--- config.mk ---
export PLATFORM = sky130hd
export DESIGN_NAME = alu_mc
export DESIGN_NICKNAME = d
export VERILOG_FILES = /design/src/rtl/alu_mc_pkg.sv /design/src/rtl/alu_mc_mul.sv /design/src/rtl/alu_mc.sv
export SDC_FILE = /design/constraint.sdc
export NUM_CORES = 1
export LEC_CHECK = 0
export ABC_AREA = 1
export CORE_MARGIN = 8
export CORE_UTILIZATION = 30
export CTS_BUF_LIST = sky130_fd_sc_hd__clkbuf_8 sky130_fd_sc_hd__clkbuf_16
export DETAILED_ROUTE_END_ITERATION = 7
export GPL_TIMING_DRIVEN = 0
export SLEW_MARGIN = 20
export SYNTH_ARGS = -nofsm -noshare
export SYNTH_HDL_FRONTEND = slang
export SYNTH_HIERARCHICAL = 1
export SYNTH_SLANG_ARGS = --single-unit
export TNS_END_PERCENT = 1
--- constraint.sdc ---
create_clock -name clk -period 12.9 [get_ports clk]
set_clock_uncertainty 0.2 [all_clocks]
set_input_delay 1.935 -clock clk [delete_from_list [all_inputs] [get_ports clk]]
set_output_delay 1.935 -clock clk [all_outputs]
set_load 0.01 [all_outputs]
--- src/rtl/alu_mc_pkg.sv ---
// Shared opcodes, flag bit positions and FSM encoding for the multi-cycle ALU.
// Flags are packed as {N,Z,C,V}.
package alu_mc_pkg;

  localparam logic [3:0] ALU_ADD = 4'd0;
  localparam logic [3:0] ALU_ADC = 4'd1;
  localparam logic [3:0] ALU_SUB = 4'd2;
  localparam logic [3:0] ALU_SBC = 4'd3;
  localparam logic [3:0] ALU_AND = 4'd4;
  localparam logic [3:0] ALU_ORR = 4'd5;
  localparam logic [3:0] ALU_EOR = 4'd6;
  localparam logic [3:0] ALU_BIC = 4'd7;
  localparam logic [3:0] ALU_MVN = 4'd8;
  localparam logic [3:0] ALU_MOV = 4'd9;
  localparam logic [3:0] ALU_LSL = 4'd10;
  localparam logic [3:0] ALU_LSR = 4'd11;
  localparam logic [3:0] ALU_ASR = 4'd12;
  localparam logic [3:0] ALU_ROR = 4'd13;
  localparam logic [3:0] ALU_MUL = 4'd14;

  localparam int F_N = 3;
  localparam int F_Z = 2;
  localparam int F_C = 1;
  localparam int F_V = 0;

  typedef enum logic [1:0] {
    ST_IDLE = 2'd0,
    ST_MUL  = 2'd1,
    ST_DONE = 2'd2
  } state_t;

  function automatic logic is_mul(input logic [3:0] opc);
    return opc == ALU_MUL;
  endfunction

endpackage

--- src/rtl/alu_mc_mul.sv ---
// Iterative shift-add multiplier returning the low DATA_W bits of a*b.
// Retires MUL_BPC multiplier bits per cycle; done pulses one cycle after the last step.
module mul_iter
  import alu_mc_pkg::*;
#(
  parameter int DATA_W  = 32,
  parameter int MUL_BPC = 1
) (
  input  logic              clk,
  input  logic              rst,
  input  logic              start,
  input  logic [DATA_W-1:0] a,
  input  logic [DATA_W-1:0] b,
  output logic              busy,
  output logic              done,
  output logic [DATA_W-1:0] product
);

  localparam int ITERS = DATA_W / MUL_BPC;
  localparam int CNT_W = $clog2(ITERS + 1);

  logic [CNT_W-1:0]  cnt_p1;
  logic              busy_p1;
  logic              done_p1;
  logic [DATA_W-1:0] acc_p1;
  logic [DATA_W-1:0] mcand_p1;
  logic [DATA_W-1:0] mplier_p1;
  logic [DATA_W-1:0] partial;

  always_comb begin
    partial = '0;
    for (int j = 0; j < MUL_BPC; j++) begin
      if (mplier_p1[j]) partial = partial + (mcand_p1 << j);
    end
  end

  always_ff @(posedge clk) begin
    if (!rst) begin
      cnt_p1  <= '0;
      busy_p1 <= 1'b0;
      done_p1 <= 1'b0;
    end else begin
      done_p1 <= 1'b0;
      if (start) begin
        cnt_p1  <= CNT_W'(ITERS);
        busy_p1 <= 1'b1;
      end else if (busy_p1) begin
        cnt_p1 <= cnt_p1 - CNT_W'(1);
        if (cnt_p1 == CNT_W'(1)) begin
          busy_p1 <= 1'b0;
          done_p1 <= 1'b1;
        end
      end
    end
  end

  // ---- iteration datapath: accumulate partial product, shift operands ----
  always_ff @(posedge clk) begin
    if (start) begin
      acc_p1    <= '0;
      mcand_p1  <= a;
      mplier_p1 <= b;
    end else if (busy_p1) begin
      acc_p1    <= acc_p1 + partial;
      mcand_p1  <= mcand_p1 << MUL_BPC;
      mplier_p1 <= mplier_p1 >> MUL_BPC;
    end
  end

  assign busy    = busy_p1;
  assign done    = done_p1;
  assign product = acc_p1;

endmodule

--- src/rtl/alu_mc.sv ---
// Multi-cycle Cortex-M0 execute ALU: single-cycle add/logic/shift ops plus an
// iterative MUL, with a held result/flag register and valid/ready on both sides.
module alu_mc
  import alu_mc_pkg::*;
#(
  parameter int DATA_W  = 32,
  parameter int MUL_BPC = 1
) (
  input  logic              clk,
  input  logic              rst,
  input  logic              in_valid,
  output logic              in_ready,
  input  logic [3:0]        op,
  input  logic [DATA_W-1:0] a,
  input  logic [DATA_W-1:0] b,
  input  logic [7:0]        shamt,
  input  logic              set_flags,
  input  logic [3:0]        flags_in,
  output logic              out_valid,
  input  logic              out_ready,
  output logic [DATA_W-1:0] result,
  output logic [3:0]        flags_out
);

  localparam int MSB = DATA_W - 1;
  localparam int SW  = $clog2(DATA_W);

  state_t state_p1, state_nx;

  logic              accept;
  logic              load_alu;
  logic              load_mul;
  logic              mul_start;
  logic              mul_busy;
  logic              mul_done;
  logic [DATA_W-1:0] mul_prod;

  logic [DATA_W-1:0] res_p1;
  logic [3:0]        flags_p1;
  logic              mul_sf_p1;
  logic [3:0]        mul_fin_p1;

  logic [DATA_W-1:0]        b_eff;
  logic                     cin;
  logic [DATA_W:0]          sum;
  logic                     add_v;
  logic [DATA_W:0]          lsl_t;
  logic [DATA_W:0]          lsr_t;
  logic signed [DATA_W:0]   asr_t;
  logic [DATA_W-1:0]        ror_res;
  logic                     sh_zero;
  logic [DATA_W-1:0]        alu_res;
  logic [3:0]               alu_flags;
  logic                     c_new;
  logic                     v_new;
  logic                     nz_upd;
  logic [3:0]               mul_flags;

  // ---- adder: SUB/SBC invert b, carry-in per opcode (ARM no-borrow carry) ----
  always_comb begin
    b_eff = ((op == ALU_SUB) || (op == ALU_SBC)) ? ~b : b;
    case (op)
      ALU_ADC, ALU_SBC: cin = flags_in[F_C];
      ALU_SUB:          cin = 1'b1;
      default:          cin = 1'b0;
    endcase
    sum   = {1'b0, a} + {1'b0, b_eff} + {{DATA_W{1'b0}}, cin};
    add_v = (a[MSB] == b_eff[MSB]) && (sum[MSB] != a[MSB]);
  end

  // Shifts use one extra guard bit so the last bit shifted out lands at a
  // fixed position, which covers s == DATA_W and s > DATA_W without special cases.
  always_comb begin
    sh_zero = (shamt == 8'd0);
    lsl_t   = {1'b0, b} << shamt;
    lsr_t   = {b, 1'b0} >> shamt;
    asr_t   = $signed({b, 1'b0}) >>> shamt;
    ror_res = DATA_W'({b, b} >> shamt[SW-1:0]);
  end

  always_comb begin
    alu_res = '0;
    c_new   = flags_in[F_C];
    v_new   = flags_in[F_V];
    nz_upd  = 1'b1;
    case (op)
      ALU_ADD, ALU_ADC, ALU_SUB, ALU_SBC: begin
        alu_res = sum[DATA_W-1:0];
        c_new   = sum[DATA_W];
        v_new   = add_v;
      end
      ALU_AND: alu_res = a & b;
      ALU_ORR: alu_res = a | b;
      ALU_EOR: alu_res = a ^ b;
      ALU_BIC: alu_res = a & ~b;
      ALU_MVN: alu_res = ~b;
      ALU_MOV: alu_res = b;
      ALU_LSL: begin
        alu_res = lsl_t[DATA_W-1:0];
        if (!sh_zero) c_new = lsl_t[DATA_W];
      end
      ALU_LSR: begin
        alu_res = lsr_t[DATA_W:1];
        if (!sh_zero) c_new = lsr_t[0];
      end
      ALU_ASR: begin
        alu_res = asr_t[DATA_W:1];
        if (!sh_zero) c_new = asr_t[0];
      end
      ALU_ROR: begin
        alu_res = ror_res;
        if (!sh_zero) c_new = ror_res[MSB];
      end
      default: nz_upd = 1'b0;
    endcase
    if (set_flags && nz_upd)
      alu_flags = {alu_res[MSB], (alu_res == '0), c_new, v_new};
    else
      alu_flags = flags_in;
  end

  assign mul_flags = mul_sf_p1 ? {mul_prod[MSB], (mul_prod == '0), mul_fin_p1[F_C], mul_fin_p1[F_V]}
                               : mul_fin_p1;

  mul_iter #(
    .DATA_W  (DATA_W),
    .MUL_BPC (MUL_BPC)
  ) u_mul (
    .clk     (clk),
    .rst     (rst),
    .start   (mul_start),
    .a       (a),
    .b       (b),
    .busy    (mul_busy),
    .done    (mul_done),
    .product (mul_prod)
  );

  // ---- control FSM ----
  always_ff @(posedge clk) begin
    if (!rst) state_p1 <= ST_IDLE;
    else      state_p1 <= state_nx;
  end

  always_comb begin
    state_nx = state_p1;
    case (state_p1)
      ST_IDLE: if (accept) state_nx = is_mul(op) ? ST_MUL : ST_DONE;
      ST_MUL:  if (mul_done && !mul_busy) state_nx = ST_DONE;
      ST_DONE: begin
        if (accept)         state_nx = is_mul(op) ? ST_MUL : ST_DONE;
        else if (out_ready) state_nx = ST_IDLE;
      end
      default: state_nx = ST_IDLE;
    endcase
  end

  always_comb begin
    in_ready  = 1'b0;
    out_valid = 1'b0;
    case (state_p1)
      ST_IDLE: in_ready = 1'b1;
      ST_DONE: begin
        in_ready  = out_ready;
        out_valid = 1'b1;
      end
      default: ;
    endcase
    if (!rst) in_ready = 1'b0;
  end

  assign accept    = in_valid && in_ready;
  assign load_alu  = accept && !is_mul(op);
  assign mul_start = accept && is_mul(op);
  assign load_mul  = (state_p1 == ST_MUL) && mul_done && !mul_busy;

  // ---- output register: held until the downstream handshake ----
  always_ff @(posedge clk) begin
    if (!rst) begin
      res_p1   <= '0;
      flags_p1 <= 4'b0000;
    end else if (load_alu) begin
      res_p1   <= alu_res;
      flags_p1 <= alu_flags;
    end else if (load_mul) begin
      res_p1   <= mul_prod;
      flags_p1 <= mul_flags;
    end
  end

  always_ff @(posedge clk) begin
    if (mul_start) begin
      mul_sf_p1  <= set_flags;
      mul_fin_p1 <= flags_in;
    end
  end

  assign result    = res_p1;
  assign flags_out = flags_p1;

endmodule
After elaboration in Yosys (flattened, before gate mapping)
Cells that the tools add are included.
- word-level logic and storage cells: 109
- bits in registers: 147
- output and inout bits: 38
- eq/ne operators: 22
- add/sub/neg operators: 4
- shifts and indexed selects: 4
- bitwise gates (word level): 7
- reductions and logical operators: 24
- mux-type cells: 36
- operator list (cell ; count):
    case mux 32 bit (11 select lines) ; 1
    2-to-1 mux 32 bit ; 8
    bitwise AND 32 bit ; 2
    zero test 32 bit ; 2
    right shift 64 x 5 -> 32 bit ; 1
    adder 32 x 32 -> 33 bit ; 1
    adder 33 x 1 -> 33 bit ; 1
    << shifter 32 x 8 -> 33 bit ; 1
    right shift 33 x 8 -> 33 bit ; 1
    >>> shifter 33 x 8 -> 33 bit ; 1
    adder 32 bit ; 1
    inverter 32 bit ; 1
    OR 32 bit ; 1
    XOR 32 bit ; 1
    equality test 4 bit, second input constant ; 7
    equality test 4 x 3 -> 1 bit, second input constant ; 4
    2-to-1 mux 4 bit ; 4
    OR reduction 14 bit ; 1
    2-to-1 mux 1 bit ; 12
    2-to-1 mux 6 bit ; 2
    2-to-1 mux 2 bit ; 5
    equality test 4 x 2 -> 1 bit, second input constant ; 2
    logical AND 1 bit ; 8
    zero test 8 bit ; 1
    other kinds (22) ; 28

Logic depth before layout (Yosys ltp)
Gate-level depths: netlist of the first run.
- depth in word-level cells: 10
- gate-level depth with buffers: 28
- depth with buffers taken out: 26

Modules after synthesis
The synthesis of the first run kept the hierarchy.
- by module, submodules not included (module ; cells each ; times used ; area an instance (µm²)):
    alu_mc ; 2700 ; 1 ; 13191.4
    mul_iter ; 1021 ; 1 ; 6837.8

Worst setup path before layout of the first run
OpenSTA, ideal clock, no wires.
- path kind: in2reg
- from: input port op[3]
- to: register flags_p1[2], in the netlist flags_out[2]
- arrival time: 5.247 ns
- path buffers: 2
- required time: 12.630 ns
- path slack: 7.383 ns
- stages on the path: 25
- cell sequence: nor2_1 clkbuf_1 nand2_1 buf_1 xor2_1 ha_1 or2_2 nand3_1 nand2_1 nand2_1 nand2_1 nand2_1 nand2_1 or2_2 nand3_1 nand2_1 nor2_1 nand2_1 nor2_1 nand2_1 inv_1 nand4_1 nand2_1 nand2_1 a21oi_1
- cells in the longest elaborated chain, start to end: 9
- elaborated cells on any way between the ends: 32
- RTL lines (item ; RTL line ; text):
    start, declared ; alu_mc.sv:13 ; input logic [3:0] op,
    equality test 4 x 2 -> 1 bit ; alu_mc.sv:61, alu_mc.sv:62, alu_mc.sv:86 ;
    logical OR 1 bit ; alu_mc.sv:61 ; b_eff = ((op == ALU_SUB) || (op == ALU_SBC)) ? ~b : b;
    2-to-1 mux 32 bit ; alu_mc.sv:61 ;
    adder 32 x 32 -> 33 bit ; alu_mc.sv:67 ; sum = {1'b0, a} + {1'b0, b_eff} + {{DATA_W{1'b0}}, cin};
    adder 33 x 1 -> 33 bit ; alu_mc.sv:67 ;
    case mux 32 bit (11 select lines) ; alu_mc.sv:86 ; case (op)
    zero test 32 bit ; alu_mc.sv:117 ; alu_flags = {alu_res[MSB], (alu_res == '0), c_new, v_new};
    2-to-1 mux 4 bit ; alu_mc.sv:116 ; if (set_flags && nz_upd)
    2-to-1 mux 4 bit ; alu_mc.sv:182 ; end else if (load_alu) begin
    end signal, assigned ; alu_mc.sv:184 ; flags_p1 <= alu_flags;
    end signal, assigned ; alu_mc.sv:187 ; flags_p1 <= mul_flags;
    end, declared ; alu_mc.sv:39 ; logic [3:0] flags_p1;
Parallel ways exist; a longest one is shown, timed or not.
A chain may end at the register's enable or synchronous reset.

Final worst setup path of the first run
Same ends and word-level chain as after synthesis.

==> flow_summary.json, run 1 <==
{
  "yosys.area.top_type_share_pct": 28.6,
  "crit_path_start_kind": "primary input",
  "post_cts_resized": 0,
  "synth_cells": 3721,
  "synth-main-ff-cell": "dfxtp_1",
  "ys_ff_latch": 147,
  "drc": 0,
  "critPathKind": "in2reg",
  "avgSynthCellArea_um2": 5.38,
  "crit_top_cell": "nand2_1",
  "cts_setup_buffers": 0,
  "ys_warn_count": 6,
  "dieHeight_um": 274,
  "clock_sinks": 147,
  "fin_util_pct": 34.8,
  "slew_violations": 0,
  "setup_viol": 0,
  "finalPower_w": 0.00210,
  "ant_nets": 0,
  "routedWlPerCell_um": 25.4,
  "io_pins": 123,
  "dpl.hpwl_mm": 99.4,
  "drt_iter0_markers": 3395,
  "antenna_found_initial": 3,
  "cp.required_ps": 13110,
  "seq_area_frac_synth_pct": 18.1,
  "syn_nets": 3905,
  "initial_core_util_pct": 30.4,
  "cts_made_buffers": 17,
  "grtUsageTotal_pct": 31.3,
  "num_rows": 94,
  "hold_viol": 0,
  "port-buffer-count": 117,
  "clk_pin_slew_ps": 80,
  "p_leak_nw": 11.6,
  "crit_fanout": 10,
  "fin_setup_tns_ps": 0,
  "path_cells": "clkdlybuf4s50_1 > nor2_1 > clkbuf_1 > nand2_1 > buf_1 > xor2_1 > ha_1 > or2_2 > nand3_1 > nand2_1 > o21ai_0 > o2111ai_1 > a21oi_1 > nand3_1 > nor2_1 > nand2_1 > nor2_1 > nand4_1 > nand2_1 > nand2_1 > a21oi_1",
  "crit_path_max_incr_delay_ps": 720,
  "max_clock_freq_mhz": 129,
  "vias_per_cell": 5.52,
  "synthTopCellsByArea": "nand2_1 29%, nand3_1 13%, edfxtp_1 10%",
  "syn-cell-area_um2": 20000,
  "status": "completed",
  "core_um2": 66000,
  "fp.dieArea_um2": 75300,
  "synth_cell_types": 47,
  "rsz0062_at_grt": "no",
  "die_w_um": 274,
  "drt-total-wl_mm": 120,
  "endpoint_kind": "flip-flop",
  "post_dp_cell_area_um2": 22300,
  "area_growth_pct": 14.5,
  "crit_arrival_ps": 7960,
  "firstDrtPassIters": 6,
  "async_reset_ff_share_pct": 0,
  "grt_pass1_wl_mm": 171,
  "htree_levels": 4,
  "worst_pin_slew_ps": 1240,
  "finalNetCount": 4042,
  "drive_gt1_share_pct": 4.21,
  "maxSlewHeadroom_pct": 16.8,
  "vias": 26144,
  "synth_edf_count": 69,
  "ctsLongestPathBuffers": 2,
  "hp-class": "reg2reg",
  "grt_max_degree": 55,
  "synth_top_area_cell": "nand2_1",
  "postLayoutCellArea_um2": 22900,
  "cts_tree": "built",
  "peakVddDrop_uv": 79.7,
  "cts-root-buf": "clkbuf_16",
  "clock_latency_ps": 490,
  "first_global_vias": 24621,
  "cap_violations": 0,
  "fin_crit_sh_pct": 60.0,
  "slowest_stage": "nor2_1",
  "cts_hold_buf": 0,
  "gp_congestion": 1.08,
  "min_period_ps": 7750,
  "grt_overflow": 0,
  "p_per_area_nw_per_um2": 91.6
}
-- final timing paths --
kind	start	to	slack [ps]	cells past startpoint
worst max register to register	state_p1[1]	u_mul/mcand_p1[0]	9520	10
worst min register to register	u_mul/cnt_p1[0]	u_mul/cnt_p1[0]	300	2
worst min-delay path	u_mul/cnt_p1[0]	u_mul/cnt_p1[0]	300	2
worst max-delay path	op[3]	flags_out[2]	5150	21
-- critical path: cells and delay by family --
kind,cells,cell delay (ps)
adders and majority gates,1,370
and+or+nand+nor,12,2380
AOI/OAI and AO/OA,4,1360
buffers and inverters,3,1650
xor gates and xnor gates,1,260
-- sequential cells by signal, indices dropped and copies added (netlist names), 2 cells and up --
name,count
u_mul/cnt_p1,6
flags_out,4
mul_fin_p1,4
u_mul/mplier_p1,32
u_mul/product,32
state_p1,2
u_mul/mcand_p1,32
result,32
-- Yosys cell counts, types with 5 or more instances --
cell / count
nand2_1: 1528
a211oi_1: 7
a311oi_1: 6
o211ai_1: 5
o2111ai_1: 7
nand4_1: 60
buf_2: 52
o21ai_0: 108
inv_1: 396
a32o_1: 7
nand3_1: 536
o21bai_1: 7
a21oi_1: 136
nand3b_1: 7
o21ai_1: 36
or2_2: 14
nor2_1: 271
nor2_2: 16
and2_1: 5
xnor2_1: 9
buf_1: 34
edfxtp_1: 69
nand3_2: 5
buf_4: 7
dfxtp_1: 78
ha_1: 96
nor4_1: 11
nor3_1: 23
xor2_1: 42
inv_2: 11
clkinv_1: 9
clkbuf_1: 67
a31oi_1: 20
nand2_2: 15
-- cells in the final DEF, fill, tap and decap left out, drive strengths merged, types with 20 or more instances in the layout --
master / instances
clkbuf: 85
nand4: 60
o21ai: 144
nand3: 541
nand2: 1543
buf: 97
dfxtp: 78
edfxtp: 69
a31oi: 20
inv: 418
ha: 96
nor3: 24
nor2: 288
a21oi: 137
xor2: 42
clkdlybuf4s50: 117
-- kinds of logic (layout without fill, tap and decap cells) --
group / Yosys count / count (layout) / synth area share [%]
xor gates and xnor gates: 51 / 51 / 2.23
adders and majority gates: 99 / 99 / 6.30
other: 0 / 2 / 0
buffers and inverters: 580 / 730 / 11.5
AOI/OAI and AO/OA: 350 / 350 / 9.73
DFF: 147 / 147 / 18.1
and+or+nand+nor: 2494 / 2494 / 52.2
-- where the power goes --
part           total, W  internal, W  switching (W)
clock          0.000529     0.000271       0.000258
combinational  0.000972     0.000290       0.000682
sequential     0.000598     0.000529      0.0000696
-- metrics by stage --
stage / hold WS [ps] / setup slack (ps) / cells
after floorplan: 256 / 7380 / 3721
after global placement: 272 / 4750 / 4702
after detailed placement: 288 / 4770 / 4703
after CTS: 300 / 5290 / 4735
after global routing: 327 / 4980 / 4735
final: 296 / 5150 / 4737
-- per-layer routing --
metal	global-route usage, %	vias up	wire length [um]
met5	0	-	12
met4	21.1	2	9360
met3	5.95	334	10500
met2	49.8	1403	52900
met1	38.1	12125	47500
li1	-	12280	-
-- layout make-up --
cell class                 count  area, um2
antenna                        2       5.00
buffer                       163        726
clock buffer                  18        450
clock inverter                14        156
fill                        7620      43100
inverter                     417       1570
multi-input combinational   2994      14100
sequential                   147       3630
tap                          864       1080
timing repair buffer         118       1200
(Power assumes the default switching activity.)
==> run 2, diff against run 1 <==
==> constraint.sdc (replaced) <==
create_clock -name clk -period 7.5 [get_ports clk]
set_clock_uncertainty 0.2 [all_clocks]
set_input_delay 1.125 -clock clk [delete_from_list [all_inputs] [get_ports clk]]
set_output_delay 1.125 -clock clk [all_outputs]
set_load 0.01 [all_outputs]
==> results of run 2 <==
The final DEF is identical to that of run 1. Status: completed.
Main changes from that run: setup slack after placement 4770 ps -> 182 ps; setup slack after layout 5150 ps -> 564 ps; register-to-register setup slack 9520 ps -> 4120 ps; total power 0.00210 W -> 0.00361 W; worst IR drop on VDD 79.7 uV -> 137 uV
